`src/rtl/jstk_pkg.sv`:
```
// Shared definitions for the joystick SPI link: responder state encoding,
// frame geometry and the byte packing used by both ends of the link.
package jstk_pkg;

    typedef enum logic [1:0] {
        ST_IDLE  = 2'd0,
        ST_SHIFT = 2'd1,
        ST_DONE  = 2'd2,
        ST_ABORT = 2'd3
    } jstkState_t;

    localparam int JSTK_NUM_BYTES    = 5;
    localparam int JSTK_CMD_LED_FLAG = 7;

    // Byte idx of the joystick report; indices past the report read as zero.
    function automatic logic [7:0] jstkPackByte(
        input logic [9:0] x,
        input logic [9:0] y,
        input logic [2:0] b,
        input logic [2:0] idx
    );
        logic [7:0] res;
        case (idx)
            3'd0:    res = x[7:0];
            3'd1:    res = {6'b0, x[9:8]};
            3'd2:    res = y[7:0];
            3'd3:    res = {6'b0, y[9:8]};
            3'd4:    res = {5'b0, b};
            default: res = 8'h00;
        endcase
        return res;
    endfunction

endpackage

```
`src/rtl/spi_jstk_responder_sync_edge.sv`:
```
// N-stage input synchroniser with single-cycle rise/fall pulses derived
// from the synchronised level. The chain resets to the pin's idle level so
// reset itself never manufactures an edge on an idle line.
module sync_edge #(
    parameter int   STAGES    = 2,
    parameter logic IDLE_LEVEL = 1'b0
) (
    input  logic CLK,
    input  logic RST,
    input  logic pin,
    output logic level,
    output logic rise,
    output logic fall
);

    logic [STAGES-1:0] chain;
    logic              levelPrev;

    // Shift the pin through the chain and keep one extra stage for edges.
    always_ff @(posedge CLK) begin
        if (RST) begin
            chain     <= {STAGES{IDLE_LEVEL}};
            levelPrev <= IDLE_LEVEL;
        end else begin
            chain     <= {chain[STAGES-2:0], pin};
            levelPrev <= chain[STAGES-1];
        end
    end

    assign level = chain[STAGES-1];
    assign rise  = chain[STAGES-1] & ~levelPrev;
    assign fall  = ~chain[STAGES-1] & levelPrev;

endmodule

```
`src/rtl/spi_jstk_responder.sv`:
```
// SPI mode-0 slave emulating the joystick Pmod: shifts out a frozen X/Y/button
// report MSB first and captures the master's command byte (LED bits).
module spi_jstk_responder
    import jstk_pkg::*;
#(
    parameter int SYNC_STAGES = 2,
    parameter int NUM_BYTES   = JSTK_NUM_BYTES
) (
    input  logic       CLK,
    input  logic       RST,
    input  logic [9:0] xPos,
    input  logic [9:0] yPos,
    input  logic [2:0] btns,
    input  logic       SS,
    input  logic       SCLK,
    input  logic       MOSI,
    output logic       MISO,
    output logic       MISO_EN,
    output logic [7:0] rxCmd,
    output logic [1:0] ledState,
    output logic       frameDone,
    output logic       frameErr
);

    localparam logic [3:0] NB      = 4'(NUM_BYTES);
    localparam logic [7:0] HOLDOFF = 8'(SYNC_STAGES + 1);

    logic ssLevel, ssRise, ssFall;
    logic sclkLevel, sclkRise, sclkFall;
    logic mosiLevel, mosiRise, mosiFall;

    sync_edge #(.STAGES(SYNC_STAGES), .IDLE_LEVEL(1'b1)) uSyncSs (
        .CLK(CLK), .RST(RST), .pin(SS),
        .level(ssLevel), .rise(ssRise), .fall(ssFall)
    );
    sync_edge #(.STAGES(SYNC_STAGES), .IDLE_LEVEL(1'b0)) uSyncSclk (
        .CLK(CLK), .RST(RST), .pin(SCLK),
        .level(sclkLevel), .rise(sclkRise), .fall(sclkFall)
    );
    sync_edge #(.STAGES(SYNC_STAGES), .IDLE_LEVEL(1'b0)) uSyncMosi (
        .CLK(CLK), .RST(RST), .pin(MOSI),
        .level(mosiLevel), .rise(mosiRise), .fall(mosiFall)
    );

    jstkState_t stateReg, stateNext;
    logic [7:0] txReg, txNext;
    logic [7:0] rxReg, rxNext;
    logic [7:0] pendReg, pendNext;
    logic [2:0] bitCntReg, bitCntNext;
    logic [3:0] byteCntReg, byteCntNext;
    logic [9:0] xSnapReg, xSnapNext;
    logic [9:0] ySnapReg, ySnapNext;
    logic [2:0] bSnapReg, bSnapNext;
    logic [7:0] holdoffReg, holdoffNext;
    logic       misoReg, misoNext;
    logic       misoEnReg, misoEnNext;
    logic [7:0] rxCmdReg, rxCmdNext;
    logic [1:0] ledReg, ledNext;
    logic       doneReg, doneNext;
    logic       errReg, errNext;
    logic [7:0] nextByte;
    logic [7:0] rxShifted;

    // State and datapath registers; reset also arms the post-reset holdoff.
    always_ff @(posedge CLK) begin
        if (RST) begin
            stateReg   <= ST_IDLE;
            txReg      <= 8'h00;
            rxReg      <= 8'h00;
            pendReg    <= 8'h00;
            bitCntReg  <= 3'd0;
            byteCntReg <= 4'd0;
            xSnapReg   <= 10'd0;
            ySnapReg   <= 10'd0;
            bSnapReg   <= 3'd0;
            holdoffReg <= HOLDOFF;
            misoReg    <= 1'b0;
            misoEnReg  <= 1'b0;
            rxCmdReg   <= 8'h00;
            ledReg     <= 2'b00;
            doneReg    <= 1'b0;
            errReg     <= 1'b0;
        end else begin
            stateReg   <= stateNext;
            txReg      <= txNext;
            rxReg      <= rxNext;
            pendReg    <= pendNext;
            bitCntReg  <= bitCntNext;
            byteCntReg <= byteCntNext;
            xSnapReg   <= xSnapNext;
            ySnapReg   <= ySnapNext;
            bSnapReg   <= bSnapNext;
            holdoffReg <= holdoffNext;
            misoReg    <= misoNext;
            misoEnReg  <= misoEnNext;
            rxCmdReg   <= rxCmdNext;
            ledReg     <= ledNext;
            doneReg    <= doneNext;
            errReg     <= errNext;
        end
    end

    // Frame sequencing. A falling SS seen while the holdoff is still running
    // reflects a pin level held across reset, not a fresh select, so it is
    // ignored. SS edges take priority over SCLK edges in the same cycle.
    always_comb begin
        stateNext   = stateReg;
        txNext      = txReg;
        rxNext      = rxReg;
        pendNext    = pendReg;
        bitCntNext  = bitCntReg;
        byteCntNext = byteCntReg;
        xSnapNext   = xSnapReg;
        ySnapNext   = ySnapReg;
        bSnapNext   = bSnapReg;
        holdoffNext = (holdoffReg != 8'd0) ? holdoffReg - 8'd1 : holdoffReg;
        misoNext    = misoReg;
        misoEnNext  = misoEnReg;
        rxCmdNext   = rxCmdReg;
        ledNext     = ledReg;
        doneNext    = 1'b0;
        errNext     = 1'b0;
        nextByte    = 8'h00;
        rxShifted   = {rxReg[6:0], mosiLevel};

        case (stateReg)
            ST_IDLE: begin
                misoEnNext = 1'b0;
                if (ssFall && holdoffReg == 8'd0) begin
                    xSnapNext   = xPos;
                    ySnapNext   = yPos;
                    bSnapNext   = btns;
                    nextByte    = jstkPackByte(xPos, yPos, btns, 3'd0);
                    txNext      = {nextByte[6:0], 1'b0};
                    misoNext    = nextByte[7];
                    misoEnNext  = 1'b1;
                    bitCntNext  = 3'd0;
                    byteCntNext = 4'd0;
                    rxNext      = 8'h00;
                    pendNext    = 8'h00;
                    stateNext   = ST_SHIFT;
                end
            end
            ST_SHIFT: begin
                if (ssRise) begin
                    misoNext   = 1'b0;
                    misoEnNext = 1'b0;
                    stateNext  = (byteCntReg >= NB && bitCntReg == 3'd0) ? ST_DONE : ST_ABORT;
                end else if (sclkRise) begin
                    rxNext     = rxShifted;
                    bitCntNext = bitCntReg + 3'd1;
                    if (bitCntReg == 3'd7) begin
                        if (byteCntReg < NB) begin
                            byteCntNext = byteCntReg + 4'd1;
                        end
                        if (byteCntReg == 4'd0) begin
                            pendNext = rxShifted;
                        end
                    end
                end else if (sclkFall) begin
                    if (bitCntReg == 3'd0) begin
                        if (byteCntReg < NB) begin
                            nextByte = jstkPackByte(xSnapReg, ySnapReg, bSnapReg, byteCntReg[2:0]);
                        end
                        misoNext = nextByte[7];
                        txNext   = {nextByte[6:0], 1'b0};
                    end else begin
                        misoNext = txReg[7];
                        txNext   = {txReg[6:0], 1'b0};
                    end
                end
            end
            ST_DONE: begin
                rxCmdNext = pendReg;
                if (pendReg[JSTK_CMD_LED_FLAG]) begin
                    ledNext = pendReg[1:0];
                end
                doneNext  = 1'b1;
                stateNext = ST_IDLE;
            end
            default: begin
                errNext   = 1'b1;
                stateNext = ST_IDLE;
            end
        endcase
    end

    assign MISO      = misoReg;
    assign MISO_EN   = misoEnReg;
    assign rxCmd     = rxCmdReg;
    assign ledState  = ledReg;
    assign frameDone = doneReg;
    assign frameErr  = errReg;

endmodule

```
`config.mk`:
```
export PLATFORM = sky130hd
export DESIGN_NAME = spi_jstk_responder
export DESIGN_NICKNAME = d
export VERILOG_FILES = /design/src/rtl/jstk_pkg.sv /design/src/rtl/spi_jstk_responder_sync_edge.sv /design/src/rtl/spi_jstk_responder.sv
export SDC_FILE = /design/constraint.sdc
export NUM_CORES = 1
export LEC_CHECK = 0
export CORE_MARGIN = 2
export CORE_UTILIZATION = 50
export CTS_CLUSTER_DIAMETER = 100
export DETAILED_ROUTE_END_ITERATION = 8
export PLACE_DENSITY = 0.7
export SETUP_SLACK_MARGIN = 0.2
export SYNTH_ARGS = -nofsm -noshare
export SYNTH_HDL_FRONTEND = slang
export SYNTH_HIERARCHICAL = 1
export SYNTH_SLANG_ARGS = --single-unit
```
`constraint.sdc`:
```
create_clock -name CLK -period 2.6 [get_ports CLK]
set_input_delay 0.65 -clock CLK [delete_from_list [all_inputs] [get_ports CLK]]
set_output_delay 0.65 -clock CLK [all_outputs]
set_load 0.1 [all_outputs]
```
; After elaboration in Yosys (flattened, before gate mapping)
; Index checks and enable logic that the tools add are counted.
[totals]
reg_bits = 85
memories = 0
mem_bits_ro = 0
input_bits = 28
mem_bits_rw = 0
out_inout_bits = 14
latchBits = 0
wordCells = 113
[classes]
add_sub_neg = 3
n_lt_le_gt_ge = 2
mul = 0
n_div = 0
reduce_logical = 19
muxes = 42
bitwise = 8
shift = 0
eq_ne = 18
[ops]
columns = operator, count
row1 = $mux W8, 11
row2 = $pmux W8 S5, 1
row3 = $pmux W8 S2, 2
row4 = $mux W4, 5
row5 = $ne A2 B2 Y1 const B, 9
row6 = $mux W7, 2
row7 = $pmux W7 S2, 1
row8 = $reduce_and A6 Y1, 2
row9 = $mux W1, 10
row10 = $mux W3, 3
row11 = $logic_not A8 Y1, 1
row12 = $pmux W4 S2, 1
row13 = $reduce_and A2 Y1, 4
row14 = $reduce_and A4 Y1, 2
row15 = $reduce_bool A8 Y1, 1
row16 = $sub A8 B1 Y8 const B, 1
row17 = $eq A3 B2 Y1 const B, 2
row18 = $eq A3 B3 Y1 const B, 2
row19 = $logic_not A3 Y1, 2
row20 = $ne A3 B3 Y1 const B, 2
row21 = $pmux W3 S2, 1
row22 = $reduce_and A5 Y1, 1
row23 = $add A4 B1 Y4 const B, 1
row24 = $and A1 B1 Y1, 4
row25 = 15 further kinds, 21

; Depth between registers and ports, before layout
[depth]
word_depth = 8
mapped_depth = 8
depth_no_buf = 7

; Cells and area by module
; The synthesis kept the hierarchy.
[modules_own_cells]
columns = module, seq_area_each_um2, cells_each, instances, area_per_inst_um2
row1 = spi_jstk_responder, 1521.5, 403, 1, 3331.9
row2 = sync_edge (uSyncMosi ...), 60.1, 8, 2, 91.3
row3 = sync_edge (uSyncSs), 60.1, 8, 1, 92.6

; Worst setup path before layout
; Ideal clock, no wire load.
[synth_timing]
kind = register to register
start = register byteCntReg[0]
end = register txReg[2]
arrival_ns = 1.815
stages_incl_launch_ff = 8
n_path_buf = 0
period_less_slack_ns = 1.949
slack_ns = 0.651
required_time_ns = 2.466
setup_time_ns = 0.134
cell_sequence = dfxtp_1 > inv_1 > ha_1 > or4_1 > o211a_1 > a21bo_1 > o2111ai_1 > a21oi_1
[synth_via]
elab_chain_cells = 8
elab_cells_between_ends = 13
cone_classes = order compare (1) / eq/ne (4) / mux (7) / reduce/logical (1)
[synth_rtl]
columns = item, line_no
row1 = "start, declared", spi_jstk_responder.sv:50  ; logic [3:0] byteCntReg, byteCntNext;
row2 = "start signal, assigned", spi_jstk_responder.sv:89  ; byteCntReg <= byteCntNext;
row3 = $eq A3 B3 Y1 (tied with other cells), jstk_pkg.sv:23  ; case (idx)
row4 = $pmux W8 S5, jstk_pkg.sv:23
row5 = $mux W8 (*), spi_jstk_responder.sv:162  ; if (byteCntReg < NB) begin
row6 = $mux W8 (*), spi_jstk_responder.sv:161  ; if (bitCntReg == 3'd0) begin
row7 = $mux W8 (*), spi_jstk_responder.sv:160  ; end else if (sclkFall) begin
row8 = $mux W8 (*), spi_jstk_responder.sv:149  ; end else if (sclkRise) begin
row9 = $mux W8 (*), spi_jstk_responder.sv:145  ; if (ssRise) begin
row10 = $pmux W8 S2 (*), spi_jstk_responder.sv:126  ; case (stateReg)
row11 = "end signal, assigned", spi_jstk_responder.sv:85  ; txReg <= txNext;
row12 = "end, declared", spi_jstk_responder.sv:46  ; logic [7:0] txReg, txNext;
; Every way passes the cells marked *; elsewhere a longest branch is shown, timed or not. The select of a mux whose other input is x is not followed.
; A chain may end at the register's enable or synchronous reset.

; Worst setup path after layout
; Same ends and word-level chain as after synthesis.

==> results.py <==
metrics = {
    "outcome": {
        "status": "complete, no violations",
    },
    "timing": {
        "slew-limit-headroom_pct": 59.2,
        "fin_crit_sh_pct": 80.0,
        "hold_viol": 0,
        "min_period_ns": 2.08,
        "setup_violations": 0,
        "slew_violations": 0,
        "fin_worst_skew_ns": 0.0118,
        "fmax_mhz": 481,
        "rsz0062_at_grt": "no",
        "setup_tns_ns": 0,
        "worstMarginPinSlew_ns": 0.611,
    },
    "clock_tree": {
        "cts_hold_buffers": 0,
        "cts_tree": "built",
        "h-tree-depth": 3,
        "clkSinkCount": 84,
        "cts.clk_slew.worst_paths_ns": 0.09,
        "cts_resized": 0,
        "clock_path_buffers": 2,
        "clockRootBuffer": "clkbuf_8",
        "cts_buffers": 9,
        "clock_latency_ns": 0.35,
        "post_cts_buffers": 0,
    },
    "power": {
        "swShare_pct": 24.2,
        "irDropWorstVdd_v": 0.000358,
        "power_leakage_nw": 1.48,
        "combPwrFrac_pct": 9.2,
        "seq_power_share_pct": 51.7,
        "pwr-share-clk_pct": 39.2,
        "p_sw_mw": 0.633,
        "p_int_mw": 1.99,
        "cellPowerDensity_mw_per_mm2": 620,
    },
    "floorplan": {
        "io_pins": 42,
        "dieArea_mm2": 0.00783,
        "start_util_pct": 51.9,
        "core-area_mm2": 0.00687,
        "die_w_um": 88.5,
        "rows": 30,
        "die-height_um": 88.5,
    },
    "yosys": {
        "synth.net_count": 462,
        "syn_avg_cell_area_um2": 8.44,
        "syn_inst": 423,
        "synth_area_mm2": 0.00357,
        "yosys_warnings": 6,
    },
    "grt": {
        "antenna_found_initial": 0,
        "grt_max_degree": 45,
        "track_usage_pct": 20.4,
        "overflow": 0,
        "grt_pass1_wl_mm": 12.5,
        "grt_pass1_vias": 2763,
    },
    "cells_and_area": {
        "syn2layout_area_growth_pct": 18.5,
        "n_fill_cell": 639,
        "layout.cells.non_filler": 558,
        "nNetsFinal": 496,
        "antenna-diode-count": 0,
        "drive_above_1_share_pct": 10.8,
    },
    "critical_path": {
        "crit_type": "flip-flop to flip-flop",
        "end_kind": "flip-flop",
        "cp.arrival_ns": 2.30,
        "crit_fanout": 9,
        "startpoint_type": "flip-flop",
        "cp.required_ns": 2.83,
    },
    "route": {
        "dr.pass1.iters": 5,
        "wirelength_mm": 7.36,
        "detail-route-antenna-nets": 0,
        "vias_per_cell": 5.27,
        "vias": 2942,
        "drc": 0,
        "wl_per_cell_um": 13.2,
        "dr.first_iter.drc_count": 150,
    },
    "worst_hold_path": {
        "hold_class": "flip-flop to flip-flop",
    },
    "placed_design": {
        "gp_congestion": 0.844,
        "dp.cells": 542,
        "portBuffers": 41,
        "hpwl_mm": 5.12,
    },
    "run": {
        "cap_violations": 0,
    },
}
-- power groups by stage --
stage                     sequential (mW)  combinational (mW)  clock, mW
after global placement               1.38               0.235          0
after global routing                 1.36               0.267       1.09
after detailed placement             1.38               0.238          0
after CTS                            1.35               0.242       1.05
final                                1.35               0.240       1.03
after floorplan                      1.38               0.159          0
-- worst paths after layout --
check / startpoint / end / slack, ns / cells after the start
worst max-delay path: byteCntReg[0] / txReg[2] / 0.52 / 7
worst min-delay path: uSyncSs/chain[0] / uSyncSs/chain[1] / 0.43 / 1
worst max register to register: byteCntReg[0] / txReg[2] / 0.52 / 7
worst min register to register: uSyncSs/chain[0] / uSyncSs/chain[1] / 0.43 / 1
-- per-stage QoR --
stage / util (%) / total power [mW] / worst slack (ns) / area (um2) / hold WS [ns]
2_1_floorplan: - / 1.54 / 0.651 / 3570 / 0.383
3_3_place_gp: 58.3 / 1.62 / 0.615 / 4010 / 0.423
3_5_place_dp: 58.3 / 1.62 / 0.549 / 4010 / 0.414
4_1_cts: 61.5 / 2.64 / 0.530 / 4230 / 0.433
5_1_grt: 61.5 / 2.72 / 0.338 / 4230 / 0.457
6_report: 61.5 / 2.62 / 0.521 / 4230 / 0.425
-- flip-flops by register name, indices dropped and copies added (netlist names), 2 cells and up --
register         flops
xSnapReg            10
ySnapReg            10
holdoffReg           8
pendReg              8
rxCmd                8
rxReg                7
txReg                7
byteCntReg           4
bSnapReg             3
bitCntReg            3
ledState             2
stateReg             2
uSyncMosi/chain      2
uSyncSclk/chain      2
uSyncSs/chain        2
-- per-layer routing --
layer | vias up | part of all wire, % | track usage [%]
li1 | 1513 | - | -
met1 | 1377 | 49 | 27.7
met2 | 42 | 46 | 32.8
met3 | 10 | 2.8 | 3.08
met4 | 0 | 1.7 | 7.85
met5 | - | 0 | 0
-- layout make-up --
class                      count  area, um2  area share (%)
clock buffer                   9        124            2.93
inverter                       8       30.0           0.710
tap                           96        120            2.84
sequential                    84       1680            39.8
clock inverter                 7       98.8            2.34
multi-input combinational    305       1730            40.9
timing repair buffer          49        443            10.5
-- critical path: stages, from the launching register on --
cell and delay (ns):
dfxtp_1 0.43, inv_1 0.11, ha_1 0.32, or4_1 0.46
o211a_1 0.26, a21bo_1 0.21, o2111ai_1 0.09, a21oi_1 0.09
-- cell usage in the layout, fill, tap and decap left out, types with 8 or more instances in the layout --
cell type / instances
inv_1: 8
buf_4: 21
a21oi_1: 50
nor3_1: 13
dfxtp_1: 84
nor2b_1: 12
nor2_1: 38
ha_1: 11
a22oi_1: 14
nand3_1: 15
nand2_1: 82
nand2b_1: 8
clkdlybuf4s50_1: 26
clkbuf_8: 9
Power figures use the tool's default switching activity.
